## src/rtl/evict_push.sv

```systemverilog
// ---------------------------------------------------------------------------
// evict_push
//
// Upstream feeder for the eviction write path. Victim lines arrive from the
// cache tag/replacement logic over a valid/ready handshake. A dirty victim is
// turned into a line address plus a data word. Both are pushed in the same
// cycle into the AW FIFO and the W FIFO that the eviction AW/W issuer drains.
// A clean victim is dropped.
//
// An in-flight count tracks lines that have been pushed but not yet
// completed. The cache uses it to hold off fills that might overtake a
// pending writeback.
//
// Ports
//   clk, rst_n        single clock; synchronous, active-low reset
//   victim_*          victim handshake and payload (tag, index, dirty, data)
//   awfifo_afull_i    AW FIFO almost full (needs at least one entry of slack)
//   awfifo_wren_o     AW FIFO push strobe
//   awfifo_wdata_o    AW FIFO push data: the line address
//   wfifo_afull_i     W FIFO almost full (needs at least one entry of slack)
//   wfifo_wren_o      W FIFO push strobe
//   wfifo_wdata_o     W FIFO push data: the line data
//   evict_done_i      one-cycle pulse per completed writeback
//   inflight_o        count of lines pushed but not yet completed
//   evict_busy_o      a line is pending, or the in-flight count is nonzero
//
// Optional build macro
//   EVICT_PUSH_STAT_EN  adds three 32-bit saturating counters:
//                       stat_dirty_o, stat_clean_o and stat_stall_o.
//
// TAG_WIDTH + INDEX_WIDTH + OFFSET_WIDTH must not exceed ADDR_WIDTH.
// ---------------------------------------------------------------------------
`ifndef AXI_ADDR_WIDTH
`define AXI_ADDR_WIDTH 64
`endif
`ifndef AXI_DATA_WIDTH
`define AXI_DATA_WIDTH 64
`endif

module evict_push #(
  parameter int ADDR_WIDTH   = `AXI_ADDR_WIDTH,
  parameter int DATA_WIDTH   = `AXI_DATA_WIDTH,
  parameter int TAG_WIDTH    = 20,
  parameter int INDEX_WIDTH  = 10,
  parameter int OFFSET_WIDTH = 6,
  parameter int INFLIGHT_LG2 = 4
) (
  input  logic                    clk,
  input  logic                    rst_n,
  input  logic                    victim_valid_i,
  output logic                    victim_ready_o,
  input  logic [TAG_WIDTH-1:0]    victim_tag_i,
  input  logic [INDEX_WIDTH-1:0]  victim_index_i,
  input  logic                    victim_dirty_i,
  input  logic [DATA_WIDTH-1:0]   victim_data_i,
  input  logic                    awfifo_afull_i,
  output logic                    awfifo_wren_o,
  output logic [ADDR_WIDTH-1:0]   awfifo_wdata_o,
  input  logic                    wfifo_afull_i,
  output logic                    wfifo_wren_o,
  output logic [DATA_WIDTH-1:0]   wfifo_wdata_o,
  input  logic                    evict_done_i,
  output logic [INFLIGHT_LG2-1:0] inflight_o,
  output logic                    evict_busy_o
`ifdef EVICT_PUSH_STAT_EN
  ,
  output logic [31:0]             stat_dirty_o,
  output logic [31:0]             stat_clean_o,
  output logic [31:0]             stat_stall_o
`endif
);

  localparam int LINE_ADDR_W = TAG_WIDTH + INDEX_WIDTH + OFFSET_WIDTH;
  localparam logic [INFLIGHT_LG2-1:0] INFLIGHT_MAX = '1;

  typedef enum logic {
    S_IDLE = 1'b0,
    S_PUSH = 1'b1
  } state_t;

  state_t                  state_q, state_d;
  logic [ADDR_WIDTH-1:0]   addr_q;
  logic [ADDR_WIDTH-1:0]   addr_next;
  logic [DATA_WIDTH-1:0]   data_q;
  logic [INFLIGHT_LG2-1:0] inflight_q;

  logic accept;
  logic capture;
  logic push;
  logic done_eff;

  // Line address: {tag, index, zero offset}. The upper bits are zero-extended.
  always_comb begin
    addr_next = '0;
    addr_next[LINE_ADDR_W-1:0] = {victim_tag_i, victim_index_i,
                                  {OFFSET_WIDTH{1'b0}}};
  end

  // Handshake and push decode. Everything here is combinational from the
  // state and the afull/inflight inputs. Gating with rst_n keeps ready and
  // the strobes low while reset is held, including a reset in mid-push.
  // NOTE: every output of an always_comb gets a default assignment first.
  // Without the defaults, a path that skips an assignment would infer a latch.
  always_comb begin
    state_d        = state_q;
    victim_ready_o = 1'b0;
    push           = 1'b0;
    unique case (state_q)
      S_IDLE: begin
        victim_ready_o = rst_n;
        if (victim_valid_i && victim_dirty_i && rst_n) state_d = S_PUSH;
      end
      S_PUSH: begin
        push = rst_n && !awfifo_afull_i && !wfifo_afull_i &&
               (inflight_q != INFLIGHT_MAX);
        if (push) state_d = S_IDLE;
      end
      default: state_d = S_IDLE;
    endcase
  end

  assign accept   = victim_valid_i && victim_ready_o;
  assign capture  = accept && victim_dirty_i;
  // A completion that arrives while the count is zero is spurious. It is
  // ignored so that the counter cannot underflow.
  assign done_eff = evict_done_i && (inflight_q != '0);

  // NOTE: sequential state is assigned with non-blocking (<=) only. Each
  // flop then samples the pre-edge value of every other flop, with no
  // dependence on statement order.
  always_ff @(posedge clk) begin
    if (!rst_n) begin
      state_q    <= S_IDLE;
      addr_q     <= '0;
      data_q     <= '0;
      inflight_q <= '0;
    end else begin
      state_q <= state_d;
      if (capture) begin
        addr_q <= addr_next;
        data_q <= victim_data_i;
      end
      // A push and a completion in the same cycle cancel out.
      unique case ({push, done_eff})
        2'b10:   inflight_q <= inflight_q + 1'b1;
        2'b01:   inflight_q <= inflight_q - 1'b1;
        default: inflight_q <= inflight_q;
      endcase
    end
  end

  // Both FIFOs are pushed on one shared strobe, so entry k in the AW FIFO
  // always pairs with entry k in the W FIFO.
  assign awfifo_wren_o  = push;
  assign wfifo_wren_o   = push;
  assign awfifo_wdata_o = addr_q;
  assign wfifo_wdata_o  = data_q;
  assign inflight_o     = inflight_q;
  assign evict_busy_o   = (state_q != S_IDLE) || (inflight_q != '0);

`ifdef EVICT_PUSH_STAT_EN
  logic [31:0] stat_dirty_q, stat_clean_q, stat_stall_q;
  logic        stall;

  assign stall = (state_q == S_PUSH) && !push;

  always_ff @(posedge clk) begin
    if (!rst_n) begin
      stat_dirty_q <= '0;
      stat_clean_q <= '0;
      stat_stall_q <= '0;
    end else begin
      // All three counters saturate at all-ones instead of wrapping.
      if (push && (stat_dirty_q != '1))
        stat_dirty_q <= stat_dirty_q + 32'd1;
      if (accept && !victim_dirty_i && (stat_clean_q != '1))
        stat_clean_q <= stat_clean_q + 32'd1;
      if (stall && (stat_stall_q != '1))
        stat_stall_q <= stat_stall_q + 32'd1;
    end
  end

  assign stat_dirty_o = stat_dirty_q;
  assign stat_clean_o = stat_clean_q;
  assign stat_stall_o = stat_stall_q;
`endif

endmodule

```

## config.mk

```make
export PLATFORM = sky130hd
export DESIGN_NAME = evict_push
export DESIGN_NICKNAME = d
export VERILOG_FILES = /design/src/rtl/evict_push.sv
export SDC_FILE = /design/constraint.sdc
export NUM_CORES = 1
export LEC_CHECK = 0
export CORE_MARGIN = 3
export CORE_UTILIZATION = 30
export DETAILED_ROUTE_END_ITERATION = 8
export PLACE_DENSITY = 0.62
export SLEW_MARGIN = 20
export SYNTH_ARGS = -nofsm -noshare
export SYNTH_HDL_FRONTEND = slang
export SYNTH_SLANG_ARGS = --single-unit
```

## constraint.sdc

```tcl
create_clock -name clk -period 4.4 [get_ports clk]
set_clock_uncertainty 0.15 [all_clocks]
set_input_delay 0.88 -clock clk [delete_from_list [all_inputs] [get_ports clk]]
set_output_delay 0.88 -clock clk [all_outputs]
set_load 0.01 [all_outputs]
```

==> results of run 1 <==
-- cells by family (layout without fill, tap and decap cells) --
logic type / count (synthesis) / in the layout
muxes: 5 / 5
and+or+nand+nor: 205 / 205
DFF: 99 / 99
buffers and inverters: 69 / 222
AOI/OAI and AO/OA: 99 / 99
xor gates and xnor gates: 3 / 3
other: 1 / 34
adders and majority gates: 3 / 3
-- synth_stat cells, drive strengths merged --
| master | instances |
|---|---|
| a211oi | 1 |
| a21boi | 95 |
| xnor2 | 1 |
| o21ai | 1 |
| xor2 | 2 |
| mux2i | 5 |
| dfxtp | 99 |
| and2 | 2 |
| nand3 | 2 |
| a21oi | 1 |
| ha | 3 |
| nor2b | 4 |
| nand2b | 2 |
| nand2 | 190 |
| nor4 | 1 |
| and3 | 2 |
| buf | 54 |
| conb | 1 |
| clkbuf | 13 |
| inv | 2 |
| or3 | 2 |
| o32ai | 1 |
-- worst max-delay path, delay by kind of cell --
kind                   cells  cell delay [ps]
buffers and inverters      3             1090
AOI/OAI and AO/OA          1              280
and+or+nand+nor            1              210
-- sequential cells by signal, indices dropped and copies added, names as in the netlist --
register and count:
inflight_o 4, awfifo_wdata_o 30, state_q 1, wfifo_wdata_o 64
-- path summary, 6_finish.rpt --
kind | from | end | slack (ps) | depth (start not counted)
setup / recovery | wfifo_afull_i | wfifo_wren_o | 910 | 5
hold / removal | wfifo_wdata_o[19] | wfifo_wdata_o[19] | 300 | 2
hold reg to reg | wfifo_wdata_o[19] | wfifo_wdata_o[19] | 300 | 2
setup reg to reg | inflight_o[1] | inflight_o[2] | 1690 | 10
-- power by group through the flow --
stage                     sequential [mW]  clock (mW)  combinational [mW]
final                               0.941       0.875               0.272
after global routing                0.945       0.940               0.298
after CTS                           0.942       0.904               0.276
after detailed placement            0.962           0               0.274
after global placement              0.961           0               0.272
after floorplan                     0.973           0               0.119
-- placed cells by master (no fill, tap or decap), drive strengths merged --
cell type,instances
clkdlybuf4s50,201
nand2,190
dfxtp,99
a21boi,95
conb,34
clkbuf,11
mux2i,5
nor2b,4
ha,3
inv,3
buf,3
nand2b,2
xor2,2
or3,2
and2,2
bufinv,2
and3,2
nand3,2
clkinv,2
nor4,1
a211oi,1
a21oi,1
o21ai,1
xnor2,1
o32ai,1
-- stage by stage --
step                worst slack (ps)  instances
floorplan                       1438        517
detailed placement             894.0        830
global placement               928.6        830
CTS                            886.4        846
global route                   751.4        846
finish                         910.0        846
-- layout make-up --
type / count / area, µm²
Inverter: 2 / 7.507
Clock inverter: 5 / 82.58
Tap cell: 176 / 220.2
Sequential cell: 99 / 1982
Fill cell: 1279 / 6899
Timing Repair Buffer: 204 / 2044
Clock buffer: 11 / 252.7
Multi-Input combinational cell: 349 / 1807
-- per-layer routing --
layer  vias up  GRT usage  part of all wire
li1       1840          -                 -
met2       145     0.2419              0.46
met3        17    0.06953              0.11
met5         -          0                 0
met4         0    0.05744             0.018
met1      1669     0.1670              0.41
==> results.md, run 1 <==
- Summing every instance area after synthesis gives 0.004110 mm².
- The hold violation count in the final report was 0.
- The net count of the finished layout is about 770.
- The post-synthesis adder-cell area fraction is 0.009132.
- Setup total negative slack on the finished layout was measured at 0 ps.
- In this run the deepest clock path goes through 2 buffers.
- Across all hold checks on the routed design, the worst slack comes to around 300 ps.
- The number of detailed-routing iterations run before antenna repair is 4.
- The starting density of the core is 0.3091.
- For this design, the slowest cell found on the critical path is sky130_fd_sc_hd__clkdlybuf4s50_1.
- The share of the clock period used by the worst path is 0.7932.
- The stage delay of the slowest cell on the critical path is between 500 and 600 ps.
- The post-cts gate resize count is 0.
- In this run the power spent charging and discharging nets is between 0.4 and 0.5 mW.
- Summed over all nets, the half-perimeter wirelength after detailed placement is roughly 8000 µm.
- The count of max-cap constraint violations is 0.
- The routed design has 11250 µm of wire.
- The worst setup path is of the primary input to output port kind.
- The flow ran to the end, and the final reports show no timing, DRC or antenna violations.
- The instance count of the mapped netlist is approximately 480.
- Dividing the detail-routed wire length by the instance count gives 13.29 µm.
- For this run, the share of the core covered by cells in the final layout is 0.4811.
- The count of nets left with antenna violations once routing finished came out at 0.
- Clock-pin slew was measured on the worst setup and hold paths at 60 ps.
- The dominant cell type by count on the critical path is sky130_fd_sc_hd__clkdlybuf4s50_1.
- The mux cell area share after synthesis is 0.01218.
- STA puts the critical path data required time at ~3400 ps.
- The number of warnings reported in the yosys synthesis log is 0.
- Setup repair after global routing left no endpoint under its margin.
- The final critical delay including setup and external delays is roughly 3500 ps.
- The critical path endpoint category is an output port.
- Buffers inserted during clock tree synthesis total 9.
- The clock share of power is 0.419.
- The number of top-level design ports is about 240.
- Ranked by total cell area, the synthesized netlist is headed by sky130_fd_sc_hd__dfxtp_1 48%, sky130_fd_sc_hd__nand2_1 17%, sky130_fd_sc_hd__a21boi_1 11%.
- Overall power consumption after layout is estimated at 2.088 mW.
- The sequential share of the synthesized area is 0.4822.
- The worst-case IR drop observed on VDD is between 0.00015 and 0.0002 V.
- The clock net in this run drives a total of 99 sinks.
- The H-tree was split into 3 levels.
- The all-layer global routing usage is 0.1476.
- The internal power of the cells totals 1.618 mW.
- For the worst-skew pair, the clock arrives at the later sink with an insertion delay of 340 ps.
- The arrival time at the worst endpoint is between 2000 and 2500 ps.
- In this run, post-CTS hold repair placed 0 buffers.
- The vertical die dimension is approximately 120 µm.
- The initial antenna violation count is 0.
- Across all layers, the routed design uses roughly 3700 vias.
- The die outline area is approximately 0.015 mm².
- After synthesis, the mean cell area works out to between 8 and 9 µm².
- The finished cells cover 0.006396 mm².
- Compared with the post-synthesis result, the final layout area differs by 55.62%.
- STA classifies the critical path startpoint as a primary input.
- The static leakage is roughly 2.3 nW.
- The width of the die is 123.1 µm.
- The placed cell area is ~0.0061 mm².
- The final setup violation count is 0.
- The number of diodes is 0.
- The total overflow reported by the global router is 0.
- The number of port buffers is 202.
- The maximum fanout along the worst path is 3.
- The min-delay analysis places its worst path in the category flip-flop to flip-flop.
- By area, the combinational part of the netlist is dominated by simple AND/OR/NAND/NOR gates.
- The post-route DRC violation count is 0.
- Entering global routing, the biggest net connects 95 pins.
- Traced cell by cell, the critical path runs through clkdlybuf4s50_1 -> a211oi_1 -> nand3_1 -> inv_1 -> clkdlybuf4s50_1.
- At the pin with the least slew margin, the transition time is 1055 ps.
- The share of synthesized area in the top cell type comes to 0.4822.
- The via count normalized by instance count is 4.339.
- The headroom to the max-slew limit is 0.2965.
- CTS placed an instance of sky130_fd_sc_hd__clkbuf_16 at the clock tree root.
- The wire length of the first global-routing pass is 17660 µm.
- The share of total power dissipated in combinational logic is 0.130.
- The xor-xnor portion of the synthesized cell area is 0.006393.
- The sequential group share of total power is 0.451.
- The fraction of layout cells with a size suffix above 1 is 0.03284.
- The clock tree from TritonCTS is yes.
- Row generation in the floorplan step produced 42 rows.
- The netlist uses 27 different library cells.
- The area inside the core boundary is between 0.01 and 0.015 mm².
- The share of the synthesized area in compound gates (AO/OA/AOI/OAI) was 0.1799.
- Post-CTS timing repair inserted 0 buffers for setup.
- The synthesized design contains 99 register bits.
- The number of max-slew violations in the final report is 0.
- Of the total power, the share spent switching nets is 0.2250.
- The largest total area in the synthesized netlist belongs to sky130_fd_sc_hd__dfxtp_1.
- Of the total synthesized cell area, the portion taken by AND, OR, NAND and NOR gates is 0.1976.
- The number of violations reported at the end of detailed-routing iteration 0 is ~130.
- At the end of routability-driven placement, the weighted congestion stood at 0.7289.
- The power density normalized to cell area is 326.4 mW/mm².
- For this run, the top clock speed supported by timing is 0.2865 GHz.
- The via count of the first global-routing pass is around 3600.
No activity file was read; power rests on OpenSTA's default activity.
==> run 2: changes to the inputs <==
Clock period 4.4 ns to 3.3 ns, I/O delays scaled along.
==> run 2 against run 1 <==
Effect of this change: final cell count increased by 0.24%; combinational power increased by 34%; first-iteration DRC count up 7.9%; count of clock-buffer cells in the layout increased by 1; power up 25%; critical path depth stayed put; sequential cell count is the same; sequential power increased by 33%; core utilization fell by 0.21 points; setup slack got worse by 600 ps; global-route usage fell by 0.31 points.
==> results.md, run 2 (synthesis results as in run 1) <==
- The die outline area was 0.01514 mm² (unchanged).
- The source of the worst hold timing path is wfifo_wdata_o[11].
- The critical path endpoint category is an output port.
- The launching point of the worst reg2reg path is inflight_o[1].
- The arrival time at the worst endpoint is 2180 ps (-280 ps).
- The slack of the worst reg-to-reg path is 580 ps (-1110 ps).
- The via count normalized by instance count is 4.331 (-0.18%).
- The CTS sink count is 99 (unchanged).
- The clock tree from TritonCTS is yes.
- The capture instance of the worst register-to-register path is inflight_o[2].
- The number of nets at the end of the flow is 771 (+0.26%).
- The clock root buffer master is sky130_fd_sc_hd__clkbuf_16.
- The number of filler instances in the final layout is 1290 (+0.86%).
- The post-cts gate resize count was 0 (unchanged).
- Setup repair after global routing left no endpoint under its margin.
- The post-route antenna net violation count came to 0 (unchanged).
- The synthesis-to-layout area growth is 54.95%.
- The final setup violation count came to 0 (unchanged).
- The worst hold slack across all endpoints is 300.6 ps (-3.359 ps).
- The cell type group with the largest total delay on the critical path is buffers and inverters.
- The clock latency on the worst-skew pair was 340 ps (about the same).
- The all-layer global routing usage is 0.1445 (-0.003132).
- The worst path required time is 2490 ps (-880 ps).
- The largest net degree at the start of global routing is 95 (unchanged).
- The static leakage came to 2.302 nW (-0.35%).
- The worst setup timing slack at the placement stage was 93.33 ps (-800.7 ps).
- The number of detailed-routing iterations run before antenna repair came to 4 (unchanged).
- The number of port buffers is 202 (unchanged).
- The end point of the most critical hold path is wfifo_wdata_o[11].
- The dominant cell type by count on the critical path is sky130_fd_sc_hd__clkdlybuf4s50_1.
- The starting density of the core was 0.3091 (unchanged).
- The storage element area is 0.001982 mm² (unchanged).
- The vertical die dimension is 123.1 µm (unchanged).
- The utilization after layout is 0.4790 (-0.002070).
- The number of max-slew violations in the final report is 0 (unchanged).
- The area inside the core boundary is 0.01330 mm² (unchanged).
- The maximum root-to-sink buffer count came to 2 (unchanged).
- The hold violation count in the final report is 0 (unchanged).
- The via count came to 3673 (+0.054%).
- The total overflow reported by the global router was 0 (unchanged).
- The power density normalized to cell area is 409.4 mW/mm² (+25%).
- Walking the worst path, the cells encountered are clkdlybuf4s50_1 -> a211oi_1 -> nand3_1 -> inv_1 -> clkdlybuf4s50_1.
- The maximum ir drop on the vdd rail is 0.0002567 V (+43%).
- The width of the die is 123.1 µm (unchanged).
- The H-tree level count is 3 (unchanged).
- The critical path is of the primary input to output port type.
- The non-filler instance count after layout is 848 (+0.24%).
- The class of the tightest hold or removal check is flip-flop to flip-flop.
- The element type at the critical path start is a primary input.
- The fraction of layout cells with a size suffix above 1 is 0.03423 (+0.001390).
- In the finished design, the share of the clock period the worst path needs comes to 0.9063.
- The stage delay of the slowest cell on the critical path came to 540 ps (about the same).
- The via count of the first global-routing pass is 3488 (-3.6%).
- The number of instances in the placed design is 832 (+0.24%).
- The worst-case setup margin in the final layout was 309.3 ps (-600.7 ps).
- The half-perimeter wire length after placement is 8092 µm (+0.56%).
- The aggregate negative setup slack is 0 ps (unchanged).
- The total of hold buffers inserted after clock tree synthesis is 0 (unchanged).
- After layout, the minimum clock period comes to 2991 ps.
- The wire length of the first global-routing pass is 17280 µm (-2.2%).
- The area of combinational cells with multiple inputs is 0.001807 mm² (unchanged).
- The number of top-level design ports is 237 (unchanged).
- The number of clock buffers inserted by TritonCTS is 9 (unchanged).
- The routability congestion estimate is 0.7425 (+1.9%).
- The number of violations reported at the end of detailed-routing iteration 0 is 136 (+7.9%).
- The flip-flop count of the largest register, all copies and words added is 64 (unchanged).
- The library cell used most frequently in the layout, excluding fill and tap cells, is sky130_fd_sc_hd__clkdlybuf4s50_1.
- The number of buffers inserted to repair setup after CTS came to 0 (unchanged).
- In the layout the commonest cells are 201 x sky130_fd_sc_hd__clkdlybuf4s50_1, 190 x sky130_fd_sc_hd__nand2_1, 99 x sky130_fd_sc_hd__dfxtp_1.
- For this run, the top clock speed supported by timing is between 0.3 and 0.4 GHz.
- The post-route DRC violation count is 0 (unchanged).
- The routed wire length is 11210 µm (-0.36%).
- The clock slew seen by the registers of the worst setup and hold paths is 60 ps (about the same).
- The maximum fanout along the worst path is 3 (unchanged).
- The row count is 42 (unchanged).
- The average wire per cell in the routed design is 13.21 µm (-0.60%).
- The number of diodes is 0 (unchanged).
- The count of max-cap constraint violations is 0 (unchanged).
- The flow ran to the end, and the final reports show no timing, DRC or antenna violations.
- The number of buffer and inverter instances along the worst setup path is 3 (unchanged).
- The worst reg2reg path depth is 10 (unchanged).
- The number of cells traversed by the worst hold path is 2 (unchanged).
- For this design, the slowest cell found on the critical path is sky130_fd_sc_hd__clkdlybuf4s50_1.
- The initial antenna violation count is 0 (unchanged).
## run 2: cell count changes in the layout (fill, tap and decap cells not counted), sizes merged
cell	change
buf	+2
clkbuf	+1
clkinv	+1
bufinv	-2
## run 2: tightest hold or removal path, stage by stage (launching register included)
cell and delay (ps):
sky130_fd_sc_hd__dfxtp_1 310, sky130_fd_sc_hd__nand2_1 50, sky130_fd_sc_hd__a21boi_1 50
## run 2: layer usage
layer | track usage | share of wire | vias up
met5 | 0 | 0 | -
met4 | 0.05952 | 0.016 | 0
met3 | 0.07502 | 0.13 | 14
met2 | 0.2190 | 0.45 | 153
met1 | 0.1725 | 0.41 | 1664
li1 | - | - | 1842
## run 2: how the worst max path moves through the flow
stage | startpoint | to | depth (start not counted)
final | wfifo_afull_i | awfifo_wren_o | 5
after CTS | wfifo_afull_i | awfifo_wren_o | 5
after global routing | wfifo_afull_i | wfifo_wren_o | 5
after detailed placement | wfifo_afull_i | inflight_o[2] | 10
after floorplan | rst_n | inflight_o[2] | 10
after global placement | wfifo_afull_i | inflight_o[2] | 10
## run 2: where the power goes
group	leakage, nW	internal [mW]	switching, mW
Combinational	1.36	0.219	0.146
Clock	0.143	0.552	0.436
Sequential	0.804	1.23	0.0216
## run 2: final cells by class
cell class / count / area share
Inverter: 2 / 0.001179
Timing Repair Buffer: 206 / 0.3253
Clock buffer: 12 / 0.04028
Clock inverter: 4 / 0.003733
Sequential cell: 99 / 0.3112
Tap cell: 176 / 0.03458
Multi-Input combinational cell: 349 / 0.2837
## run 2: per-stage QoR
step / total power [mW] / cell area [µm²]
after floorplan: 1.457 / 4234
after global placement: 1.647 / 6088
after detailed placement: 1.650 / 6088
after CTS: 2.661 / 6369
after global routing: 2.741 / 6369
final: 2.607 / 6369
==> run 3: changes to the inputs <==
==> constraint.sdc (replaced) <==
create_clock -name clk -period 3.3 [get_ports clk]
set_clock_uncertainty 0.15 [all_clocks]
set_input_delay 0.33 -clock clk [delete_from_list [all_inputs] [get_ports clk]]
set_output_delay 0.33 -clock clk [all_outputs]
set_load 0.01 [all_outputs]
==> run 3 against run 2 <==
Effect of this change: count of clock-buffer cells in the layout is the same; first-iteration DRC count is 38% lower; power increased by 2.5%; maximum frequency is 10% higher; via count fell by 0.71%; non-clock buffer count grew 3; global-route usage increased by 0.37 points; worst hold slack improved by 1.5 ps; register-to-register slack hardly changed; critical path type is now flip-flop to flip-flop.
==> results.md, run 3 (synthesis results as in run 1) <==
- The worst setup timing slack at the placement stage is 475.0 ps (+381.7 ps).
- The via count of the first global-routing pass is 3557 (+2.0%).
- The post-route DRC violation count came to 0 (unchanged).
- The maximum ir drop on the vdd rail is 0.0002495 V (-2.8%).
- The power density normalized to cell area came to 417.9 mW/mm² (+2.1%).
- The worst path required time is 3420 ps (+930 ps).
- The arrival time at the worst endpoint was 2840 ps (+660 ps).
- The clock tree from TritonCTS is yes.
- The class of the tightest hold or removal check is flip-flop to flip-flop.
- The initial antenna violation count is 0 (unchanged).
- The total overflow reported by the global router came to 0 (unchanged).
- The wire length of the first global-routing pass was 17530 µm (+1.4%).
- The routability congestion estimate is 0.7367 (-0.78%).
- The clock root buffer master is sky130_fd_sc_hd__clkbuf_16.
- The transition time of the tightest slew-check pin is approximately 650 ps.
- The number of clock buffers inserted by TritonCTS came to 9 (unchanged).
- The clock latency on the worst-skew pair is 340 ps (about the same).
- The number of port buffers is 202 (unchanged).
- The kind of cell with the highest combined delay along the critical path is simple AND/OR/NAND/NOR gates.
- The element type at the critical path start is a flip-flop.
- The worst-case setup margin in the final layout is 580.0 ps (+270.7 ps).
- The slack of the worst reg-to-reg path is 580 ps (about the same).
- The number of filler instances in the final layout came to 1280 (-0.78%).
- The area growth from synthesis to layout is 55.56%.
- The worst register-to-register path ends at inflight_o[2].
- The final critical delay including setup and external delays came to 2720 ps (-270.7 ps).
- The worst reg2reg path depth is 10 (unchanged).
- The achievable clock frequency is 0.3676 GHz (+10%).
- The H-tree level count is 3 (unchanged).
- The static leakage is 2.314 nW (+0.52%).
- The row count came to 42 (unchanged).
- The signal on the critical path passes through and3_1 -> a211oi_1 -> nand3_1 -> ha_1 -> xor2_1 -> ha_1 -> a21oi_1 -> xor2_1 -> or3_1 -> a21boi_0.
- The width of the die is 123.1 µm (unchanged).
- The maximum fanout along the worst path is 7 (+4).
- The die outline area is 0.01514 mm² (unchanged).
- The CTS sink count is 99 (unchanged).
- The aggregate negative setup slack is 0 ps (unchanged).
- The number of cells traversed by the worst hold path is 2 (unchanged).
- The number of violations reported at the end of detailed-routing iteration 0 came to 84 (-38%).
- The count of max-cap constraint violations was 0 (unchanged).
- The number of max-slew violations in the final report is 0 (unchanged).
- The via count normalized by instance count is 4.286 (-1.1%).
- The launching point of the worst reg2reg path is inflight_o[1].
- The library cells used most frequently in the layout, excluding fill and tap cells, are 201 x sky130_fd_sc_hd__clkdlybuf4s50_1, 190 x sky130_fd_sc_hd__nand2_1, 99 x sky130_fd_sc_hd__dfxtp_1.
- Setup repair after global routing left no endpoint under its margin.
- The number of buffer and inverter instances along the worst setup path is 0 (-3).
- The starting density of the core came to 0.3091 (unchanged).
- The stage delay of the slowest cell on the critical path is 380 ps (-160 ps).
- The area inside the core boundary is 0.01330 mm² (unchanged).
- The total power is 2.672 mW (+2.5%).
- The utilization after layout is 0.4809 (+0.001882).
- The number of cells on the critical path came to 10 (+5).
- The via count is 3647 (-0.71%).
- The clock slew seen by the registers of the worst setup and hold paths is 70 ps (about the same).
- STA classifies the critical path endpoint as a flip-flop.
- The number of top-level design ports is 237 (unchanged).
- The flow ran to the end, and the final reports show no timing, DRC or antenna violations.
- The flip-flop count of the largest register, all copies and words added is 64 (unchanged).
- The largest net degree at the start of global routing is 64 (-33%).
- The all-layer global routing usage is 0.1482 (+0.003679).
- In this run the tightest slew margin relative to its limit is 0.5677.
- The number of detailed-routing iterations run before antenna repair is 4 (unchanged).
- The fraction of layout cells with a size suffix above 1 was 0.03704 (+0.002811).
- The post-route antenna net violation count came to 0 (unchanged).
- The maximum root-to-sink buffer count is 2 (unchanged).
- The vertical die dimension was 123.1 µm (unchanged).
- The most frequent standard cell in the layout excluding fill and tap cells is sky130_fd_sc_hd__clkdlybuf4s50_1.
- The number of nets at the end of the flow was 774 (+0.39%).
- The average wire per cell in the routed design is 13.37 µm (+1.2%).
- The hold violation count in the final report is 0 (unchanged).
- The end point of the most critical hold path is awfifo_wdata_o[12].
- The share of the clock period used by the worst path was 0.8243 (-0.08203).
- The total of hold buffers inserted after clock tree synthesis is 0 (unchanged).
- The final setup violation count is 0 (unchanged).
- The post-cts gate resize count was 0 (unchanged).
- The library cell contributing the largest single delay on the critical path is sky130_fd_sc_hd__dfxtp_1.
- The routed wire length is 11380 µm (+1.6%).
- The source of the worst hold timing path is awfifo_wdata_o[12].
- The half-perimeter wire length after placement was 8389 µm (+3.7%).
- The number of diodes is 0 (unchanged).
- The number of buffers inserted to repair setup after CTS is 0 (unchanged).
- The worst setup path is of the flip-flop to flip-flop kind.
[run 3: cell types whose count changed in the layout (fill, tap and decap cells not counted)]
| cell | previous run | this run |
|---|---|---|
| sky130_fd_sc_hd__buf_4 | 2 | 6 |
| sky130_fd_sc_hd__buf_12 | 2 | 1 |
| sky130_fd_sc_hd__bufinv_16 | 0 | 1 |
| sky130_fd_sc_hd__clkbuf_1 | 1 | 2 |
| sky130_fd_sc_hd__clkbuf_8 | 2 | 1 |
| sky130_fd_sc_hd__clkinv_2 | 3 | 2 |
[run 3: worst max-delay path by stage]
stage | startpoint | to
floorplan | inflight_o[1] | inflight_o[2]
global placement | wfifo_afull_i | inflight_o[2]
detailed placement | wfifo_afull_i | inflight_o[2]
CTS | inflight_o[1] | inflight_o[2]
global route | inflight_o[1] | inflight_o[2]
finish | inflight_o[1] | inflight_o[2]
[run 3: worst reg2reg max path, cell delays in order (launching register included)]
cell and delay, ps:
sky130_fd_sc_hd__dfxtp_1 380, sky130_fd_sc_hd__and3_1 210, sky130_fd_sc_hd__a211oi_1 350, sky130_fd_sc_hd__nand3_1 190, sky130_fd_sc_hd__ha_1 300, sky130_fd_sc_hd__xor2_1 160
sky130_fd_sc_hd__ha_1 190, sky130_fd_sc_hd__a21oi_1 140, sky130_fd_sc_hd__xor2_1 100, sky130_fd_sc_hd__or3_1 310, sky130_fd_sc_hd__a21boi_0 170
[run 3: area by class of cell]
| cell class | instances | area, µm² | area share |
|---|---|---|---|
| Timing Repair Buffer | 209 | 2082 | 0.3256 |
| Sequential cell | 99 | 1982 | 0.3100 |
| Clock buffer | 12 | 246.5 | 0.03855 |
| Inverter | 2 | 7.507 | 0.001174 |
| Clock inverter | 4 | 48.80 | 0.007632 |
| Multi-Input combinational cell | 349 | 1807 | 0.2826 |
| Tap cell | 176 | 220.2 | 0.03444 |
[run 3: stage by stage]
step,instances,hold WS (ps),instance area (µm²)
detailed placement,835,294.4,6098
floorplan,517,314.8,4234
CTS,851,303.7,6394
global placement,835,290.1,6098
finish,851,302.1,6394
global route,851,319.1,6394
[run 3: power breakdown]
| part | leakage [nW] | switching (mW) | internal (mW) |
|---|---|---|---|
| clock network | 0.147 | 0.442 | 0.609 |
| registers | 0.804 | 0.0217 | 1.23 |
| logic | 1.36 | 0.147 | 0.219 |
[run 3: per-layer routing]
layer  wire length [µm]  GRT usage
met5                  0          0
met4                185    0.06021
met3               1436    0.07960
met2               5206     0.2371
met1               4554     0.1651
